`src/rtl/axis_pkt_fifo.sv`:
```
// AXI-Stream output FIFO with TLAST carriage, optional store-and-forward packet mode and status outputs.
// Build option: define AXIS_PKT_FIFO_STATS_EN to add the saturating back-pressure counter on stall_cnt.
module axis_pkt_fifo #(
   parameter int DATAW     = 24,
   parameter int DEPTH     = 38,
   parameter int AFULL_LVL = 34,
   parameter int PKT_MODE  = 0,
   localparam int CNTW     = $clog2(DEPTH + 1)
) (
   input  logic             clk,
   input  logic             reset,
   input  logic [DATAW-1:0] IN_AXIS_TDATA,
   input  logic             IN_AXIS_TLAST,
   input  logic             IN_AXIS_TVALID,
   output logic             IN_AXIS_TREADY,
   output logic [DATAW-1:0] OUT_AXIS_TDATA,
   output logic             OUT_AXIS_TLAST,
   output logic             OUT_AXIS_TVALID,
   input  logic             OUT_AXIS_TREADY,
   output logic [CNTW-1:0]  level,
   output logic             almost_full,
   output logic [CNTW-1:0]  pkt_count,
   output logic [15:0]      stall_cnt
);

   localparam int PTRW = (DEPTH > 1) ? $clog2(DEPTH) : 1;
   localparam logic [PTRW-1:0] LAST_PTR = PTRW'(DEPTH - 1);
   localparam logic [CNTW-1:0] FULL_LVL = CNTW'(DEPTH);
   localparam logic [CNTW-1:0] AF_LVL   = CNTW'(AFULL_LVL);

   typedef logic [DATAW:0] word_t;

   word_t           mem [DEPTH];
   word_t           rd_word;
   word_t           wr_word;
   logic [PTRW-1:0] head, tail, head_inc, tail_inc, rd_addr;
   logic [CNTW-1:0] level_q, level_d, pkt_q, pkt_d;
   logic            af_q;
   logic            rel_q, rel_d;
   logic            out_valid, in_ready, push, pop, push_last, pop_last;

   function automatic logic [PTRW-1:0] wrap_inc(input logic [PTRW-1:0] p);
      return (p == LAST_PTR) ? '0 : p + 1'b1;
   endfunction

   always_comb begin
      out_valid = (level_q != '0);
      // Store-and-forward holds the head back until a whole packet (or an oversize release) is present.
      if (PKT_MODE != 0) begin
         out_valid = out_valid & ((pkt_q != '0) | rel_q);
      end
   end

   assign pop       = out_valid & OUT_AXIS_TREADY;
   assign in_ready  = (level_q != FULL_LVL) | pop;
   assign push      = IN_AXIS_TVALID & in_ready;
   assign push_last = push & IN_AXIS_TLAST;
   assign pop_last  = pop & rd_word[DATAW];
   assign wr_word   = {IN_AXIS_TLAST, IN_AXIS_TDATA};
   assign head_inc  = wrap_inc(head);
   assign tail_inc  = wrap_inc(tail);
   assign rd_addr   = pop ? tail_inc : tail;

   always_comb begin
      level_d = level_q;
      if (push && !pop) begin
         level_d = level_q + 1'b1;
      end else if (pop && !push) begin
         level_d = level_q - 1'b1;
      end
   end

   always_comb begin
      pkt_d = pkt_q;
      if (push_last && !pop_last) begin
         pkt_d = pkt_q + 1'b1;
      end else if (pop_last && !push_last) begin
         pkt_d = pkt_q - 1'b1;
      end
   end

   // Full with no packet boundary inside: let the oversize packet through cut-through until its TLAST leaves.
   always_comb begin
      rel_d = rel_q;
      if (pop_last) begin
         rel_d = 1'b0;
      end else if (level_q == FULL_LVL && pkt_q == '0) begin
         rel_d = 1'b1;
      end
   end

   always_ff @(posedge clk) begin
      if (push) begin
         mem[head] <= wr_word;
      end
   end

   // Look-ahead registered read; bypass covers a word written into the slot being fetched.
   always_ff @(posedge clk) begin
      if (push && (head == rd_addr)) begin
         rd_word <= wr_word;
      end else begin
         rd_word <= mem[rd_addr];
      end
   end

   always_ff @(posedge clk) begin
      if (reset) begin
         head    <= '0;
         tail    <= '0;
         level_q <= '0;
         pkt_q   <= '0;
         af_q    <= 1'b0;
         rel_q   <= 1'b0;
      end else begin
         if (push) begin
            head <= head_inc;
         end
         if (pop) begin
            tail <= tail_inc;
         end
         level_q <= level_d;
         pkt_q   <= pkt_d;
         af_q    <= (level_d >= AF_LVL);
         rel_q   <= rel_d;
      end
   end

`ifdef AXIS_PKT_FIFO_STATS_EN
   logic [15:0] stall_q;

   always_ff @(posedge clk) begin
      if (reset) begin
         stall_q <= '0;
      end else if (IN_AXIS_TVALID && !in_ready && (stall_q != 16'hFFFF)) begin
         stall_q <= stall_q + 16'd1;
      end
   end

   assign stall_cnt = stall_q;
`else
   assign stall_cnt = '0;
`endif

   assign IN_AXIS_TREADY  = in_ready;
   assign OUT_AXIS_TDATA  = rd_word[DATAW-1:0];
   assign OUT_AXIS_TLAST  = rd_word[DATAW];
   assign OUT_AXIS_TVALID = out_valid;
   assign level           = level_q;
   assign almost_full     = af_q;
   assign pkt_count       = pkt_q;

endmodule

```
`config.mk`:
```
export PLATFORM = sky130hd
export DESIGN_NAME = axis_pkt_fifo
export DESIGN_NICKNAME = d
export VERILOG_FILES = /design/src/rtl/axis_pkt_fifo.sv
export SDC_FILE = /design/constraint.sdc
export NUM_CORES = 1
export LEC_CHECK = 0
export CAP_MARGIN = 40
export CORE_MARGIN = 1.5
export CORE_UTILIZATION = 55
export CTS_CLUSTER_SIZE = 14
export DETAILED_ROUTE_END_ITERATION = 16
export GPL_ROUTABILITY_DRIVEN = 0
export GPL_TIMING_DRIVEN = 1
export PLACE_DENSITY_LB_ADDON = 0.15
export SLEW_MARGIN = 25
export SYNTH_ARGS = -nofsm -noshare
export SYNTH_HDL_FRONTEND = slang
export SYNTH_SLANG_ARGS = --single-unit
```
`constraint.sdc`:
```
create_clock -name clk -period 3.5 [get_ports clk]
set_clock_uncertainty 0.15 [all_clocks]
set_input_delay 1.05 -clock clk [delete_from_list [all_inputs] [get_ports clk]]
set_output_delay 1.05 -clock clk [all_outputs]
set_load 0.02 [all_outputs]
```
==> flow_metrics.tcl, run 1 <==
set metrics [dict create \
    worstHoldPathType "reg2reg" \
    wl_met2_um 46090 \
    finalCritPeriodShare 1.168 \
    cts.htree.levels 3 \
    hold_viol 0 \
    coreArea_um2 67630 \
    clk-insertion-delay-late_ps 650 \
    rr_worst_depth 17 \
    slowest_delay_ps 580 \
    drtIter0Drc 2325 \
    wire_per_inst_um 30.83 \
    finalSetupViolCount 28 \
    dr.pass1.iters 5 \
    max_freq_ghz 0.2446 \
    cts_hold_repair.buffers 0 \
    antennaDiodeCount 0 \
    synth-main-ff-cell "edfxtp_1" \
    critical_path_class "reg2out" \
    cpMaxStageDelayCell "mux4_2" \
    p_leak_nw 14.95 \
    crit_chain "buf_8 -> buf_12 -> buf_8 -> mux4_2 -> a22oi_2 -> a311oi_1 -> a211o_1 -> buf_6" \
    synth_edf_count 950 \
    syn_inst 1812 \
    numCtsBuffers 97 \
    port_buffers 68 \
    tightestPinTransition_ps 752.7 \
    final_util 0.6938 \
    netlist_area_um2 37840 \
    dieArea_um2 70380 \
    highest_layer "met4" \
    wl_met3_um 8077 \
    grt_max_degree 40 \
    synth_top_area_frac 0.7539 \
    async_flop_share 0 \
    antenna_found_initial 0 \
    path_common_cell "buf_8" \
    initial_core_util 0.5595 \
    postRouteAntennaNets 0 \
    power.density_nw_per_um2 699.9 \
    maxCapViolCount 0 \
    grt_pass1_vias 20543 \
    vias 19885 \
    dp_cells 2889 \
    cp.required_ps 2300 \
    grt_pass1_wl_um 139600 \
    overflow 0 \
    violations "negative setup slack" \
    instances_no_fill 3103 \
    worst_slack_ps -589.1 \
    min_period_ps 4089 \
    wl_met1_um 39000 \
    layout.nets 2193 \
    power_w 0.03284 \
    fp.dieW_um 265.3 \
    relSlewSlack 0.4970 \
    peakVddDrop_v 0.0004439 \
    status "finished, violations left" \
    grt_usage 0.2789 \
    clk_path_buf_depth 3 \
    ys_types 59 \
    rows 95 \
    drive_gt1_frac 0.3883 \
    end_kind "primary output" \
    fin_hold_ws_ps 348.7 \
    crit_arrival_ps 2890 \
    routed_via_density 6.408 \
    chipHeight_um 265.3 \
    crit_fanout 9 \
    ys_seq_area_frac 0.7703 \
    syn_avg_cell_area_um2 20.88 \
    yosys-top-cells-area "edfxtp_1, mux4_2, a22oi_1" \
    rsz0062_at_grt "true" \
    drc_errors 0 \
    ys_warn_count 0 \
    cts_tree "built" \
    root_buffer "clkbuf_16" \
    io_pins 85 \
    cts.sinks 981 \
    hpwl_um 54850 \
    worstHoldPathCells 2 \
    ys_ff_latch 981 \
    synth_top_cell_by_area "edfxtp_1" \
    area_growth_pct 24.01 \
    slew_violations 0 \
    cp-start-kind "flop" \
    clkTransAtPathRegs_ps 60 \
    place_ws_ps -598.5 \
    wl_um 95650 \
]
## power breakdown
| part | internal, W | total, W | switching (W) |
|---|---|---|---|
| Sequential | 0.0130 | 0.0132 | 0.000171 |
| Combinational | 0.00505 | 0.00956 | 0.00451 |
| Clock | 0.00578 | 0.0101 | 0.00431 |
| Total | 0.0239 | 0.0328 | 0.00899 |
## critical path: cells and delay by family (launching register included)
| kind | cells | cell delay (ps) |
|---|---|---|
| flops | 1 | 400 |
| buf+inv | 4 | 590 |
| compound gates | 3 | 670 |
| mux | 1 | 580 |
## layout make-up
type	count	area, um^2
clock buffer	129	2618
clock inverter	49	456.7
fill	4067	20710
inverter	9	38.79
multi-input combinational	720	9256
sequential	981	29160
tap	873	1092
timing repair buffer	342	4303
## worst paths after layout
kind / from / to / slack [ps]
setup / recovery: flop / OUT_AXIS_TLAST / -590
hold / removal: pkt_count[5] / pkt_count[5] / 350
setup reg to reg: flop / pkt_count[5] / -350
hold reg to reg: pkt_count[5] / pkt_count[5] / 350
## repair_timing
| item | 4_1_cts | 5_1_grt |
|---|---|---|
| pin swaps | 64 | 35 |
| gates cloned | 10 | 1 |
| gates resized for setup | 329 | 77 |
| setup endpoints to repair | 31 | 30 |
| buffers inserted | 26 | 8 |
## layout by cell type (no fill, tap or decap), types with 7 or more instances in the layout
cell	synthesis	layout
buf_16	0	9
mux2i_1	28	28
a21oi_4	0	12
buf_2	30	7
a22oi_2	0	75
edfxtp_1	950	950
a21oi_2	0	32
o21ai_2	0	7
buf_6	1	35
inv_1	9	8
nand2_2	0	9
buf_8	0	9
nor2_4	0	34
clkinv_2	0	15
o211ai_1	24	24
ha_1	12	8
buf_4	19	140
clkdlybuf4s50_1	0	41
clkbuf_1	55	26
xnor2_1	8	7
dfxtp_1	31	26
nand3_1	11	11
a21oi_1	60	16
mux4_2	225	225
conb_1	1	16
nor2b_1	15	13
o21ai_1	1	13
clkinv_1	0	18
clkbuf_16	0	100
nor2_1	67	28
bufinv_16	0	7
nand2_1	61	51
a22oi_1	98	23
buf_12	0	96
## sequential cells by signal (all words and copies together), names as in the netlist, named ones only
signal / flops
mem: 950
head: 6
tail: 6
pkt_count: 6
almost_full: 1
level: 6
## logic make-up (layout without fill, tap and decap cells)
kind of cell	after synthesis	in the layout	synth area share
mux	254	254	0.1416
buf+inv	126	529	0.01557
other cells	1	16	0.00009910
flops	981	981	0.7703
simple gates	185	185	0.02255
fa+ha+maj	13	13	0.004497
compound gates	239	239	0.04236
xor+xnor	13	13	0.003009
## cell usage after synthesis, drive strengths merged, types with 2 or more instances
| cell type | instances |
|---|---|
| or4b | 2 |
| a21oi | 60 |
| a21o | 5 |
| nand4 | 3 |
| o211ai | 25 |
| ha | 12 |
| o21a | 2 |
| buf | 62 |
| nor2b | 15 |
| a21boi | 3 |
| o21ai | 29 |
| xnor2 | 8 |
| edfxtp | 950 |
| nor2 | 67 |
| mux4 | 225 |
| or3b | 2 |
| a211o | 2 |
| xor2 | 5 |
| inv | 9 |
| a311oi | 2 |
| and2 | 2 |
| clkbuf | 55 |
| nand2 | 61 |
| nor3 | 3 |
| a31o | 2 |
| or3 | 2 |
| nor4 | 4 |
| mux2i | 28 |
| a41oi | 2 |
| and3 | 3 |
| nand3b | 4 |
| nand3 | 11 |
| a31oi | 2 |
| dfxtp | 31 |
| a22oi | 98 |
## stage by stage
step	area, um^2	setup TNS [ps]
floorplan	37910	-94960
finish	46920	-13480
global placement	42340	-22090
global route	46920	-15710
detailed placement	42340	-30900
CTS	46610	-14910
## routing by layer
metal  vias to the layer above  global-route usage
met5                         -                   0
met4                         0             0.08479
met3                       153             0.04527
met2                       911              0.4397
met1                     10582              0.4076
li1                       8239                   -
Note: power is estimated with default switching activity, not from simulation.
==> run 2: changes to the inputs <==
Settings changed: CTS_CLUSTER_SIZE 14 to 20, PLACE_DENSITY_LB_ADDON 0.15 to 0.12.
==> flow_metrics.tcl, run 2 (synthesis gave the netlist of run 1 again) <==
set metrics [dict create \
    status "finished, violations left" \
    violations "negative setup slack" \
    p_leak_nw 15.22 \
    p_clk_frac 0.312 \
    power_w 0.03381 \
    postLayoutCellArea_um2 47460 \
    sw_frac_of_total 0.2739 \
    dr.pass1.iters 5 \
    worstHoldPathCells 2 \
    crit_fanout 6 \
    setup_tns_ps -14110 \
    min_period_ps 4119 \
    area_growth_pct 25.41 \
    cts.htree.levels 3 \
    finalCritPeriodShare 1.177 \
    grt_pass1_vias 20578 \
    layout.nets 2223 \
    rows 95 \
    intPower_w 0.02455 \
    largest_register "mem" \
    fin_hold_ws_ps 352.8 \
    power.density_nw_per_um2 712.5 \
    reg2reg_to "pkt_count[3]" \
    hpwl_um 56530 \
    slowest_delay_ps 490 \
    max_freq_ghz 0.2428 \
    path_delay_family "buffers and inverters" \
    grt_max_degree 51 \
    drtIter0Drc 2430 \
    rr_worst_depth 18 \
    end_kind "primary output" \
    fp.dieW_um 265.3 \
    antenna_found_initial 2 \
    initial_core_util 0.5595 \
    crit_chain "buf_12 -> buf_12 -> buf_6 -> mux4_2 -> a22oi_2 -> buf_4 -> nand2_4 -> a21oi_4 -> o21ai_4 -> buf_6" \
    drive_gt1_frac 0.4013 \
    cts_tree "built" \
    relSlewSlack 0.4483 \
    cts.sinks 981 \
    port_buffers 68 \
    cts_hold_repair.buffers 0 \
    vias 19925 \
    numCtsBuffers 98 \
    cp-start-kind "flop" \
    clk_path_buf_depth 3 \
    r2r_slack_ps -350 \
    cp.required_ps 2300 \
    chipHeight_um 265.3 \
    tightestPinTransition_ps 827.6 \
    worst_slack_ps -618.6 \
    coreArea_um2 67630 \
    wire_per_inst_um 30.81 \
    hold_viol 0 \
    finalSetupViolCount 29 \
    final_cell_mix "edfxtp_1, mux4_2, buf_4" \
    rsz0062_at_grt "true" \
    clkTransAtPathRegs_ps 50 \
    drc_errors 0 \
    routed_via_density 6.358 \
    grt_usage 0.2827 \
    place_area_um2 42430 \
    maxCapViolCount 0 \
    io_pins 85 \
    peakVddDrop_v 0.0004611 \
    clk-insertion-delay-late_ps 680 \
    postRouteAntennaNets 0 \
    wl_um 96560 \
    critical_path_class "reg2out" \
    cpMaxStageDelayCell "mux4_2" \
    grt_pass1_wl_um 140500 \
    comb_power_share 0.298 \
    dieArea_um2 70380 \
    crit_buf_inv 5 \
    hold_end "pkt_count[5]" \
    min_from "pkt_count[5]" \
    slew_violations 0 \
    layout_commonest_cell "edfxtp_1" \
    crit_arrival_ps 2920 \
    p_switching_w 0.009262 \
    worstHoldPathType "reg2reg" \
    final_util 0.7017 \
    largest_reg_flops 950 \
    root_buffer "clkbuf_16" \
    pwr-share-seq 0.390 \
    overflow 0 \
]
[run 2: power groups by stage]
stage	Clock (W)	Sequential [W]	Combinational (W)
after floorplan	0	0.0134	0.00480
after global routing	0.0111	0.0132	0.0106
after global placement	0	0.0134	0.00798
after detailed placement	0	0.0134	0.00807
final	0.0105	0.0132	0.0101
after CTS	0.0107	0.0132	0.00994
[run 2: area by class of cell]
cell class | count | area [um^2]
Timing Repair Buffer | 371 | 4666
Clock buffer | 113 | 2509
Antenna cell | 1 | 2.502
Sequential cell | 981 | 29160
Tap cell | 873 | 1092
Inverter | 9 | 33.78
Clock inverter | 66 | 724.4
Multi-Input combinational cell | 720 | 9270
Fill cell | 4079 | 20180
[run 2: worst max path at each step]
| stage | startpoint | to | slack (ps) | cells after the start |
|---|---|---|---|---|
| after global placement | flop | OUT_AXIS_TDATA[1] | -590 | 9 |
| after global routing | flop | OUT_AXIS_TDATA[11] | -680 | 10 |
| after detailed placement | flop | OUT_AXIS_TDATA[1] | -630 | 9 |
| final | flop | OUT_AXIS_TDATA[11] | -620 | 10 |
| after CTS | flop | OUT_AXIS_TDATA[0] | -640 | 11 |
| after floorplan | IN_AXIS_TVALID | mem[27][0] | -250 | 5 |
[run 2: metrics by stage]
stage                     worst slack [ps]  std cells
after floorplan                     -245.2       1827
after global placement              -591.0       2896
final                               -618.6       3134
after global routing                -675.5       3134
after detailed placement            -628.3       2896
after CTS                           -642.9       3127
[run 2: tightest hold or removal path, cell delays in order, from the launching register on]
cell and delay [ps]:
dfxtp_1 320, nand4_1 90, a21oi_2 50
[run 2: per-layer routing]
| metal | share of wire | global-route usage | vias to the layer above | routed length [um] |
|---|---|---|---|---|
| met1 | 0.39 | 0.3961 | 10471 | 38040 |
| li1 | - | - | 8302 | - |
| met3 | 0.095 | 0.06369 | 132 | 9128 |
| met2 | 0.49 | 0.4539 | 1020 | 47300 |
| met5 | 0 | 0 | - | 0 |
| met4 | 0.022 | 0.07753 | 0 | 2089 |
[run 2: timing repair]
item                       CTS  global route
hold endpoints to repair     0             0
cloned                      16             0
setup buffers               40            15
setup endpoints to repair   31            31
pin swaps                   71            39
gates resized for setup    351            61
==> run 3: changes to the inputs <==
Settings changed: SETUP_SLACK_MARGIN from default to 0.3.
==> flow_metrics.tcl, run 3 (synthesis gave the netlist of run 1 again) <==
set metrics [dict create \
    status "finished, violations left" \
    violations "negative setup slack" \
    clkTransAtPathRegs_ps 60 \
    grt_pass1_wl_um 138200 \
    drtIter0Drc 2446 \
    clk-insertion-delay-late_ps 650 \
    numCtsBuffers 98 \
    min_from "pkt_count[5]" \
    place_area_um2 42620 \
    crit_fanout 6 \
    worstHoldPathType "reg2reg" \
    grt_max_degree 49 \
    fin_hold_ws_ps 349.9 \
    root_buffer "clkbuf_16" \
    cp.required_ps 2300 \
    routed_via_density 6.316 \
    path_delay_family "buffers and inverters" \
    antenna_found_initial 0 \
    nFillCells 4094 \
    area_growth_pct 25.45 \
    finalSetupViolCount 30 \
    vias 19990 \
    sw_frac_of_total 0.2715 \
    io_pins 85 \
    worst_slack_ps -693.9 \
    final_cell_mix "edfxtp_1, mux4_2, buf_4" \
    intPower_w 0.02430 \
    postLayoutCellArea_um2 47470 \
    wire_per_inst_um 30.13 \
    drive_gt1_frac 0.4005 \
    worstHoldPathCells 2 \
    power.density_nw_per_um2 702.6 \
    p_leak_nw 15.31 \
    grt_usage 0.2770 \
    r2r_slack_ps -430 \
    chipHeight_um 265.3 \
    tightestPinTransition_ps 907.9 \
    grt_pass1_vias 20341 \
    wl_um 95360 \
    largest_register "mem" \
    crit_arrival_ps 2990 \
    maxCapViolCount 0 \
    cpMaxStageDelayCell "mux4_2" \
    rows 95 \
    finalCritPeriodShare 1.198 \
    layout.nets 2254 \
    cts_tree "built" \
    rsz0062_at_grt "true" \
    hold_viol 0 \
    place_ws_ps -633.5 \
    min_period_ps 4194 \
    layout_commonest_cell "edfxtp_1" \
    largest_reg_flops 950 \
    p_switching_w 0.009056 \
    hpwl_um 56360 \
    crit_buf_inv 6 \
    relSlewSlack 0.3947 \
    fp.dieW_um 265.3 \
    antennaDiodeCount 0 \
    overflow 0 \
    max_freq_ghz 0.2384 \
    reg2reg_to "pkt_count[5]" \
    cts.sinks 981 \
    peakVddDrop_v 0.0004764 \
    p_clk_frac 0.303 \
    critical_path_class "reg2out" \
    dieArea_um2 70380 \
    hold_end "pkt_count[5]" \
    setup_tns_ps -16060 \
    rr_worst_depth 20 \
    clk_path_buf_depth 3 \
    coreArea_um2 67630 \
    comb_power_share 0.301 \
    cts.htree.levels 3 \
    dr.pass1.iters 5 \
    end_kind "primary output" \
    pwr-share-seq 0.396 \
    cp-start-kind "flop" \
    slowest_delay_ps 520 \
    drc_errors 0 \
    crit_chain "buf_6 -> buf_12 -> buf_16 -> buf_12 -> buf_16 -> mux4_2 -> a22oi_1 -> a311oi_1 -> a211o_1 -> buf_6" \
    slew_violations 0 \
    port_buffers 68 \
    postRouteAntennaNets 0 \
    cts_hold_repair.buffers 0 \
    initial_core_util 0.5595 \
]
==> run 3: final cells by class <==
class	count	area, um^2	area share
flip-flops and latches	981	29170	0.6144
multi-input cells	720	9154	0.1928
repair buffers	402	4926	0.1038
clock buffers	126	2653	0.05588
well taps	873	1092	0.02301
clock inverters	54	441.7	0.009304
inverters	9	38.79	0.0008171
==> run 3: worst max path at each step <==
stage                   startpoint                  to  slack [ps]  cells past startpoint
floorplan           IN_AXIS_TVALID           mem[3][0]         160                      5
global placement              flop  OUT_AXIS_TDATA[12]        -640                      9
detailed placement            flop  OUT_AXIS_TDATA[12]        -630                      9
CTS                           flop   OUT_AXIS_TDATA[6]        -680                     11
global route                  flop   OUT_AXIS_TDATA[1]        -750                     11
finish                        flop      OUT_AXIS_TLAST        -690                     10
==> run 3: worst register-to-register path, delay by kind of cell, from the launching register on <==
kind,cells,cell delay [ps]
adders and majority gates,2,350
buffers and inverters,8,940
AOI/OAI and AO/OA,8,1460
and+or+nand+nor,1,50
DFF,1,390
muxes,1,520
==> run 3: metrics by stage <==
step	utilization	instances	power, W
finish	0.7019	3165	0.03335
global route	0.7019	3165	0.03452
CTS	0.6956	3139	0.03304
detailed placement	0.6301	2910	0.02154
global placement	0.6301	2910	0.02145
floorplan	-	1827	0.01829
==> run 3: layer usage <==
layer	vias up	wire (um)	track usage
met5	-	0	0
met4	0	2098	0.07614
met3	129	9031	0.06008
met2	921	45730	0.4346
met1	10574	38500	0.3996
li1	8366	-	-
==> run 3: repair_timing <==
| action | CTS | global route |
|---|---|---|
| hold endpoints to repair | 0 | 0 |
| setup endpoints to repair | 32 | 33 |
| resized for setup | 339 | 51 |
| pin swaps | 78 | 44 |
| cloned | 9 | 1 |
| buffers inserted | 40 | 25 |
==> run 3: power by group through the flow <==
stage	clock network, W	logic (W)	registers (W)
final	0.0101	0.0100	0.0132
after floorplan	0	0.00487	0.0134
after global routing	0.0107	0.0106	0.0132
after global placement	0	0.00800	0.0135
after detailed placement	0	0.00807	0.0135
after CTS	0.0102	0.00961	0.0132
